**src/rtl/decode_issue.sv**
```systemverilog
// Decode/issue stage: decodes one instruction into the execute operand bundle,
// holds it while execute works, then retires it. Owns the integer register file.
module decode_issue #(
    parameter logic [31:0] SP_INIT = 32'h0003_FFFC,
    parameter logic [31:0] GP_INIT = 32'h0000_0000
) (
    input  logic        clk,
    input  logic        rst,
    input  logic        in_valid,
    output logic        in_ready,
    input  logic [31:0] in_instr,
    input  logic [31:0] in_pc,
    input  logic        exec_busy,
    input  logic        wb_en,
    input  logic [4:0]  wb_addr,
    input  logic [31:0] wb_data,
    output logic [31:0] pc,
    output logic [5:0]  instr,
    output logic [1:0]  op_type,
    output logic [31:0] s,
    output logic [31:0] t,
    output logic [31:0] imm,
    output logic        branch,
    output logic        jump,
    output logic        is_jr,
    output logic        start,
    output logic        retire,
    output logic        dst_en,
    output logic [4:0]  dst_addr
);

    localparam logic [5:0] OP_RTYPE = 6'b000000;
    localparam logic [5:0] OP_FPU   = 6'b010001;
    localparam logic [5:0] OP_J     = 6'b000010;
    localparam logic [5:0] OP_JAL   = 6'b000011;
    localparam logic [5:0] OP_BEQ   = 6'b000100;
    localparam logic [5:0] OP_BNE   = 6'b000101;
    localparam logic [5:0] OP_BLEZ  = 6'b000110;
    localparam logic [5:0] OP_BGTZ  = 6'b000111;
    localparam logic [5:0] OP_ADDI  = 6'b001000;
    localparam logic [5:0] OP_SLTI  = 6'b001010;
    localparam logic [5:0] OP_ANDI  = 6'b001100;
    localparam logic [5:0] OP_ORI   = 6'b001101;
    localparam logic [5:0] OP_XORI  = 6'b001110;
    localparam logic [5:0] OP_LUI   = 6'b001111;
    localparam logic [5:0] OP_LUI_S = 6'b011111;
    localparam logic [5:0] OP_LW    = 6'b100011;
    localparam logic [5:0] OP_LW_S  = 6'b110001;
    localparam logic [5:0] OP_IN    = 6'b111110;
    localparam logic [5:0] FN_JR    = 6'b001000;

    typedef enum logic [1:0] {
        IDLE,
        ISSUE,
        BUSY,
        DONE
    } state_t;

    state_t      state_q, state_d;
    logic        capture;

    logic [31:0] regs_q [32];
    logic [31:0] regs_d [32];

    logic [5:0]  op, funct;
    logic [4:0]  rs, rt, rd;
    logic [31:0] rs_data, rt_data;

    logic [1:0]  dec_op_type;
    logic [5:0]  dec_instr;
    logic [31:0] dec_s, dec_imm;
    logic        dec_branch, dec_jump, dec_is_jr, dec_has_dst, dec_dst_en;
    logic [4:0]  dec_dst_addr;

    logic [31:0] pc_q, pc_d, s_q, s_d, t_q, t_d, imm_q, imm_d;
    logic [5:0]  instr_q, instr_d;
    logic [1:0]  op_type_q, op_type_d;
    logic        branch_q, branch_d, jump_q, jump_d, is_jr_q, is_jr_d;
    logic        dst_en_q, dst_en_d;
    logic [4:0]  dst_addr_q, dst_addr_d;

    assign op    = in_instr[31:26];
    assign rs    = in_instr[25:21];
    assign rt    = in_instr[20:16];
    assign rd    = in_instr[15:11];
    assign funct = in_instr[5:0];

    // Same-cycle writeback is forwarded so capture never sees a stale register.
    assign rs_data = (rs == 5'd0) ? 32'd0 :
                     (wb_en && wb_addr == rs) ? wb_data : regs_q[rs];
    assign rt_data = (rt == 5'd0) ? 32'd0 :
                     (wb_en && wb_addr == rt) ? wb_data : regs_q[rt];

    always_comb begin
        for (int i = 0; i < 32; i++) begin
            regs_d[i] = regs_q[i];
        end
        if (wb_en && wb_addr != 5'd0) begin
            regs_d[wb_addr] = wb_data;
        end
    end

    always_comb begin
        dec_op_type  = 2'd0;
        dec_instr    = op;
        dec_is_jr    = 1'b0;
        dec_has_dst  = 1'b0;
        dec_dst_addr = 5'd0;
        dec_s        = rs_data;
        dec_imm      = {{16{in_instr[15]}}, in_instr[15:0]};
        dec_branch   = (op == OP_BEQ) || (op == OP_BNE) || (op == OP_BLEZ) || (op == OP_BGTZ);
        dec_jump     = (op == OP_J) || (op == OP_JAL);

        if (op == OP_RTYPE) begin
            dec_op_type = 2'd1;
            dec_instr   = funct;
            dec_is_jr   = (funct == FN_JR);
        end else if (op == OP_FPU) begin
            dec_op_type = 2'd2;
            dec_instr   = funct;
        end

        case (op)
            OP_ANDI, OP_ORI, OP_XORI: dec_imm = {16'd0, in_instr[15:0]};
            OP_J, OP_JAL:             dec_imm = {6'd0, in_instr[25:0]};
            default:                  ;
        endcase

        // JAL passes its link address to execute through the s operand.
        if (op == OP_JAL) begin
            dec_s = in_pc + 32'd4;
        end

        if ((op == OP_RTYPE && !dec_is_jr) || op == OP_FPU) begin
            dec_has_dst  = 1'b1;
            dec_dst_addr = rd;
        end else begin
            case (op)
                OP_ADDI, OP_ANDI, OP_ORI, OP_XORI, OP_SLTI, OP_LUI,
                OP_LW, OP_LW_S, OP_LUI_S, OP_IN: begin
                    dec_has_dst  = 1'b1;
                    dec_dst_addr = rt;
                end
                OP_JAL: begin
                    dec_has_dst  = 1'b1;
                    dec_dst_addr = 5'd31;
                end
                default: ;
            endcase
        end
        dec_dst_en = dec_has_dst && (dec_dst_addr != 5'd0);
    end

    always_comb begin
        state_d  = state_q;
        capture  = 1'b0;
        in_ready = 1'b0;
        start    = 1'b0;
        retire   = 1'b0;
        case (state_q)
            IDLE: begin
                in_ready = 1'b1;
                if (in_valid) begin
                    capture = 1'b1;
                    state_d = ISSUE;
                end
            end
            ISSUE: begin
                start   = 1'b1;
                state_d = exec_busy ? BUSY : DONE;
            end
            BUSY: begin
                if (!exec_busy) begin
                    state_d = DONE;
                end
            end
            DONE: begin
                retire  = 1'b1;
                state_d = IDLE;
            end
            default: state_d = IDLE;
        endcase
    end

    always_comb begin
        pc_d       = pc_q;
        instr_d    = instr_q;
        op_type_d  = op_type_q;
        s_d        = s_q;
        t_d        = t_q;
        imm_d      = imm_q;
        branch_d   = branch_q;
        jump_d     = jump_q;
        is_jr_d    = is_jr_q;
        dst_en_d   = dst_en_q;
        dst_addr_d = dst_addr_q;
        if (capture) begin
            pc_d       = in_pc;
            instr_d    = dec_instr;
            op_type_d  = dec_op_type;
            s_d        = dec_s;
            t_d        = rt_data;
            imm_d      = dec_imm;
            branch_d   = dec_branch;
            jump_d     = dec_jump;
            is_jr_d    = dec_is_jr;
            dst_en_d   = dec_dst_en;
            dst_addr_d = dec_dst_addr;
        end
    end

    always_ff @(posedge clk) begin
        if (rst) begin
            state_q    <= IDLE;
            pc_q       <= 32'd0;
            instr_q    <= 6'd0;
            op_type_q  <= 2'd0;
            s_q        <= 32'd0;
            t_q        <= 32'd0;
            imm_q      <= 32'd0;
            branch_q   <= 1'b0;
            jump_q     <= 1'b0;
            is_jr_q    <= 1'b0;
            dst_en_q   <= 1'b0;
            dst_addr_q <= 5'd0;
            for (int i = 0; i < 32; i++) begin
                regs_q[i] <= (i == 29) ? SP_INIT : ((i == 28) ? GP_INIT : 32'd0);
            end
        end else begin
            state_q    <= state_d;
            pc_q       <= pc_d;
            instr_q    <= instr_d;
            op_type_q  <= op_type_d;
            s_q        <= s_d;
            t_q        <= t_d;
            imm_q      <= imm_d;
            branch_q   <= branch_d;
            jump_q     <= jump_d;
            is_jr_q    <= is_jr_d;
            dst_en_q   <= dst_en_d;
            dst_addr_q <= dst_addr_d;
            for (int i = 0; i < 32; i++) begin
                regs_q[i] <= regs_d[i];
            end
        end
    end

    assign pc       = pc_q;
    assign instr    = instr_q;
    assign op_type  = op_type_q;
    assign s        = s_q;
    assign t        = t_q;
    assign imm      = imm_q;
    assign branch   = branch_q;
    assign jump     = jump_q;
    assign is_jr    = is_jr_q;
    assign dst_en   = dst_en_q;
    assign dst_addr = dst_addr_q;

endmodule

```
**config.mk**
```make
export PLATFORM = sky130hd
export DESIGN_NAME = decode_issue
export DESIGN_NICKNAME = d
export VERILOG_FILES = /design/src/rtl/decode_issue.sv
export SDC_FILE = /design/constraint.sdc
export NUM_CORES = 2
export LEC_CHECK = 0
export ABC_AREA = 1
export BUFFER_PORTS_ARGS = -buffer_cell sky130_fd_sc_hd__buf_2
export CORE_MARGIN = 2
export CORE_UTILIZATION = 25
export DETAILED_ROUTE_END_ITERATION = 8
export SLEW_MARGIN = 15
export SYNTH_ARGS = -nofsm -noshare
export SYNTH_HDL_FRONTEND = slang
export SYNTH_SLANG_ARGS = --single-unit
```
**constraint.sdc**
```tcl
create_clock -name clk -period 1.72 [get_ports clk]
set_input_delay 0.43 -clock clk [delete_from_list [all_inputs] [get_ports clk]]
set_output_delay 0.43 -clock clk [all_outputs]
set_load 0.005 [all_outputs]
```
# ---- Word-level counts from Yosys, hierarchy flattened
# Memories as Yosys holds them, arrays and structs flattened.
# Index checks and enable logic that the tools add are counted.
dict set report word_totals {
  regBits 147
  ramBits 1024
  input_bits 106
  wordCells 160
  n_memories 1
}
dict set report op_classes {
  add_sub_neg 1
  n_lt_le_gt_ge 2
  eq_ne 25
  mux 63
  bitwise_logic 33
  n_reduce_logical 23
}
# name depth width read_ports rd_ports_with_merged_regs wr line
set memory_table {}
lappend memory_table {regs_q 32 32 34 0 32 62} ;# logic [31:0] regs_q [32];
# cell count
set ops {}
lappend ops {{$mux 32} 38}
lappend ops {{$bwmux 1024} 1}
lappend ops {{$mux 1024} 1}
lappend ops {{$demux 32 s5} 1}
lappend ops {{$pmux 32 s2} 1}
lappend ops {{$eq 6x4->1 const B} 7}
lappend ops {{$add 32x3->32 const B} 1}
lappend ops {{$or 1x1->1} 32}
lappend ops {{$eq 6x3->1 const B} 4}
lappend ops {{$eq 6x6->1 const B} 3}
lappend ops {{$eq 6x2->1 const B} 2}
lappend ops {{$eq 6x5->1 const B} 2}
lappend ops {{$mux 1} 12}
lappend ops {{$mux 6} 2}
lappend ops {{$reduce_or 11->1} 1}
lappend ops {{$eq 5x5->1} 2}
lappend ops {{$logic_not 5->1} 2}
lappend ops {{$pmux 5 s2} 1}
lappend ops {{$reduce_bool 5->1} 2}
lappend ops {{$reduce_or 10->1} 1}
lappend ops {{$mux 2} 4}
lappend ops {{$pmux 2 s4} 1}
lappend ops {{$ge 6x6->1 const B} 1}
lappend ops {{$logic_and 1x1->1} 6}
lappend ops {{13 further kinds} 19}

# ---- Depth between registers and ports, before layout
dict set report logic_depth {
  word_depth 8
  depth_mapped 15
}

# ---- Worst setup path before layout
# No wires, ideal clock.
dict set report synth_path {
  path_kind {in2reg}
  from {in in_instr[18]}
  to {reg t_q[11], in the netlist t[11]}
  setup_ps 132
  t_arrival_ps 1658
  required_time_ps 1588
  path_slack_ps -70
  cell_stages 8
  n_path_buf 2
  path_cell_list {buf_4 -> nor2_8 -> nand2_2 -> o31ai_1 -> clkbuf_1 -> a21oi_1 -> nand2_1 -> a21oi_1}
}
dict set report synth_via {
  elab_chain_cells 4
  word_cells_on_any_way 6
}
# item line
set synth_rtl {}
lappend synth_rtl {{from (decl)} 11} ;# input logic [31:0] in_instr,
lappend synth_rtl {{parallel branches: the longest is 3 deep, another holds $mem_v2 32x32} n/a}
lappend synth_rtl {{$mux 32 (*)} 91} ;# assign rt_data = (rt == 5'd0) ? 32'd0 :
lappend synth_rtl {{to (signal assigned)} 235} ;# t_q <= t_d;
lappend synth_rtl {{to (decl)} 75} ;# logic [31:0] pc_q, pc_d, s_q, s_d, t_q, t_d, imm_q, imm_d;
# Mark *: on every way between the ends.
# A chain may end at the register's enable or synchronous reset.

# ---- Worst setup path after layout
dict set report layout_path {
  from {reg state_q[0]}
  to {out in_ready}
}
dict set report layout_via {
  elab_chain_cells 2
}
# item line
set layout_rtl {}
lappend layout_rtl {{from (decl)} 59} ;# state_t state_q, state_d;
lappend layout_rtl {{from (signal assigned)} 230} ;# state_q <= state_d;
lappend layout_rtl {{$logic_not 2->1} 160} ;# case (state_q)
lappend layout_rtl {{$mux 1} 160}
lappend layout_rtl {{to (decl)} 10} ;# output logic in_ready,
# Every way passes these cells.

==> run metrics <==
die height=491 um; period utilization=1.16; switching part of the total power=0.303; Synth Area in Adders=0.00105; clock root buffer=clkbuf_16; failing checks=setup timing; Clk pin slew, worst setup/hold paths=60 ps; post-synthesis area per instance=between 6 and 7 um2; Vias/cell=between 5 and 6; Worst-Margin Slew=673 ps; FMAX=about 500 MHz; Hold Path Cell Cnt=4; Mapped Nets=8652; Hold Path Class=in2reg; #FFs+latches synth=1166; Unique masters post-synth=41; Clk network pwr share=0.389; Setup Viol. Count Final=22; Fillers=around 25000; Async S/R FF share, synth=0; drt drc=0; first-pass GRT wire length=approximately 400000 um; WS Path Type=reg2out; max-cap violations=0; required time worst endpoint=1290 ps; main combinational cell family by area after synthesis=compound AO/OA/AOI/OAI gates; number of synthesized flops with an enable pin=0; Post-Synth Simple-Gate Area=0.159; vias in the first global route=about 58000; reg2reg path depth=11; Comb power frac=0.202; routability cong.=0.947; Cell Rows=around 180; share of layout cells above drive strength 1=0.167; Compound-Gate Fraction of Synth Area=0.341; Startpoint Class=flop; GRT Resource Usage Total=0.209; final worst path period need=~2000 ps; mapped cell area=between 0.05 and 0.06 mm2; CTS tree=built; clk_skew=around 62 ps; sequential power share=0.409; outcome=finished with violations; clock latency at the later pin of the worst-skew pair=about 800 ps; xor and xnor area share after synthesis=0.00192; Syn Inst Count=approximately 8500; CTS buffer count=~120; nets=~9000; area delta synth->final=27.8%; antenna violations before repair=10; largest net degree at the start of global routing=between 80 and 90; routed length per instance=between 20 and 25 um; Pre-antenna DRT Iters=6; clk sinks=1166; Pwr Density=939 mW/mm2; CP max FO=3; global route overflow=0; hold violation count in the final report=0; WL final=266000 um; IR drop worst, VDD=between 0.0008 and 0.0009 V; via count=between 60000 and 70000; antenna viol nets, final=0; I/O Buffers=253; Net Sw Power=0.0216 W; Die ar.=approximately 0.24 mm2; H-tree lvl count=3; Slew Viols, Final=0; Core ar.=approximately 0.24 mm2; Internal=0.0497 W; mux cell area share after synthesis=0; critical path arrival=1560 ps; final core occ=0.322; yosys warns=0; top_reg_cell synth=dfxtp_1; Slew headroom=0.551; RSZ-0062 raised after global routing=yes; Worst Setup End Kind=output port; final worst setup slack=-268 ps; Max Root-Sink Buffers=3; Initial DRC Count=between 8000 and 9000; I/O pin count=between 200 and 300; leakage=between 20 and 30 nW; Starting Density=0.252; Die Wd=between 400 and 500 um; sequential share of the synthesized area=0.394; post-place setup slack=-626 ps; DPL Wire Length=roughly 180000 um
==> worst max-delay path: stages, from the launching register on <==
cell,delay (ps)
dfxtp_2,340
inv_2,50
ha_4,150
buf_6,110
buf_6,100
==> layout by cell type, fill, tap and decap left out, types with 8 or more instances in the layout <==
cell / Yosys / final
or2_2: 11 / 11
nand3_1: 426 / 422
xor2_1: 9 / 9
buf_4: 30 / 509
clkbuf_16: 0 / 126
a21oi_1: 1601 / 1588
a21oi_2: 0 / 12
bufinv_16: 0 / 10
o21ai_1: 496 / 518
inv_2: 21 / 24
o21ai_0: 1284 / 1262
o22ai_1: 31 / 31
dfxtp_4: 0 / 22
nand2_1: 1130 / 1110
clkbuf_8: 0 / 28
dlygate4sd3_1: 0 / 40
dfxtp_1: 1166 / 1077
clkinvlp_4: 0 / 8
o221ai_1: 46 / 46
nand4_1: 121 / 121
clkinv_2: 0 / 28
nor3_1: 18 / 14
nand2_2: 2 / 19
buf_2: 347 / 177
dfxtp_2: 0 / 67
o211ai_1: 348 / 348
clkbuf_1: 396 / 20
nor2_4: 14 / 21
nor2_8: 17 / 17
buf_12: 0 / 297
nor2_1: 391 / 386
buf_6: 51 / 73
inv_1: 492 / 483
==> metal layers <==
metal / up-vias / routed length [um] / GRT usage
li1: 30400 / - / -
met1: 30300 / 109000 / 0.274
met2: 3390 / 118000 / 0.330
met3: 656 / 24800 / 0.0359
met4: 4 / 14400 / 0.104
met5: - / 38 / 0
==> what timing repair did <==
action / CTS / global route
pin swaps: 1 / 24
hold endpoints to repair: 47 / 0
hold buffers: 43 / 0
cloned: 0 / 5
buffers inserted: 3 / 5
endpoints found under the setup margin: 96 / 86
resized for setup: 208 / 69
==> power groups by stage <==
stage	Sequential (W)	Combinational (W)	Clock (W)
2_1_floorplan	0.0293	0.00636	0
3_3_place_gp	0.0294	0.0128	0
3_5_place_dp	0.0295	0.0128	0
4_1_cts	0.0291	0.0135	0.0280
5_1_grt	0.0292	0.0152	0.0291
6_report	0.0291	0.0144	0.0277
==> path summary, 6_finish.rpt <==
check / startpoint / end / slack [ps]
worst max-delay path: state_q[0] / in_ready / -270
worst min register to register: regs_q[0][30] / regs_q[0][30] / 440
worst max register to register: state_q[0] / t[17] / 10
worst min-delay path: in_pc[10] / pc[10] / 40
==> sequential cells by signal (all words and copies together), names as in the netlist, 2 cells and up <==
name / cells
regs_q: 1024
pc: 32
instr: 6
op_type: 2
dst_addr: 5
imm: 27
state_q: 2
s: 32
t: 32
==> Yosys cell counts, types with 46 or more instances <==
library cell | count | area share
nor2_1 | 391 | 0.025
nand4_1 | 121 | 0.013
buf_1 | 51 | 0.0032
buf_2 | 347 | 0.029
inv_1 | 492 | 0.031
clkbuf_1 | 396 | 0.025
o221ai_1 | 46 | 0.0068
o21ai_0 | 1284 | 0.11
o211ai_1 | 348 | 0.044
nand3_1 | 426 | 0.036
nand2_1 | 1130 | 0.072
a21oi_1 | 1601 | 0.14
dfxtp_1 | 1166 | 0.39
o21ai_1 | 496 | 0.042
buf_6 | 51 | 0.0097
==> stage by stage <==
stage	instance area [um2]	total power, W	hold slack, ps	TNS (ps)	cells
2_1_floorplan	59400	0.0356	413	-23.9	8541
3_3_place_gp	70200	0.0422	422	-256100	11900
3_5_place_dp	70200	0.0423	426	-261040	11900
4_1_cts	75400	0.0706	0.432	-3040	12100
5_1_grt	75800	0.0736	37.7	-2120	12200
6_report	75800	0.0712	43.2	-1700	12200
==> cell families (layout without fill, tap and decap cells) <==
kind of cell    Yosys count  count (layout)
compound gates         3817            3817
simple gates           2151            2151
buf+inv                1389            1848
flops                  1166            1166
xor+xnor                 13              13
fa+ha+maj                 5               5
other cells               0               5
==> cell type report <==
class	count	area (um2)	share of cell area
clock buffers	169	3490	0.0460
flip-flops and latches	1166	23500	0.310
repair buffers	1110	12100	0.160
diodes	5	12.5	0.000165
well taps	3150	3940	0.0520
multi-input cells	5986	30100	0.397
inverters	514	1970	0.0260
clock inverters	55	638	0.00842
Power figures use the tool's default switching activity.
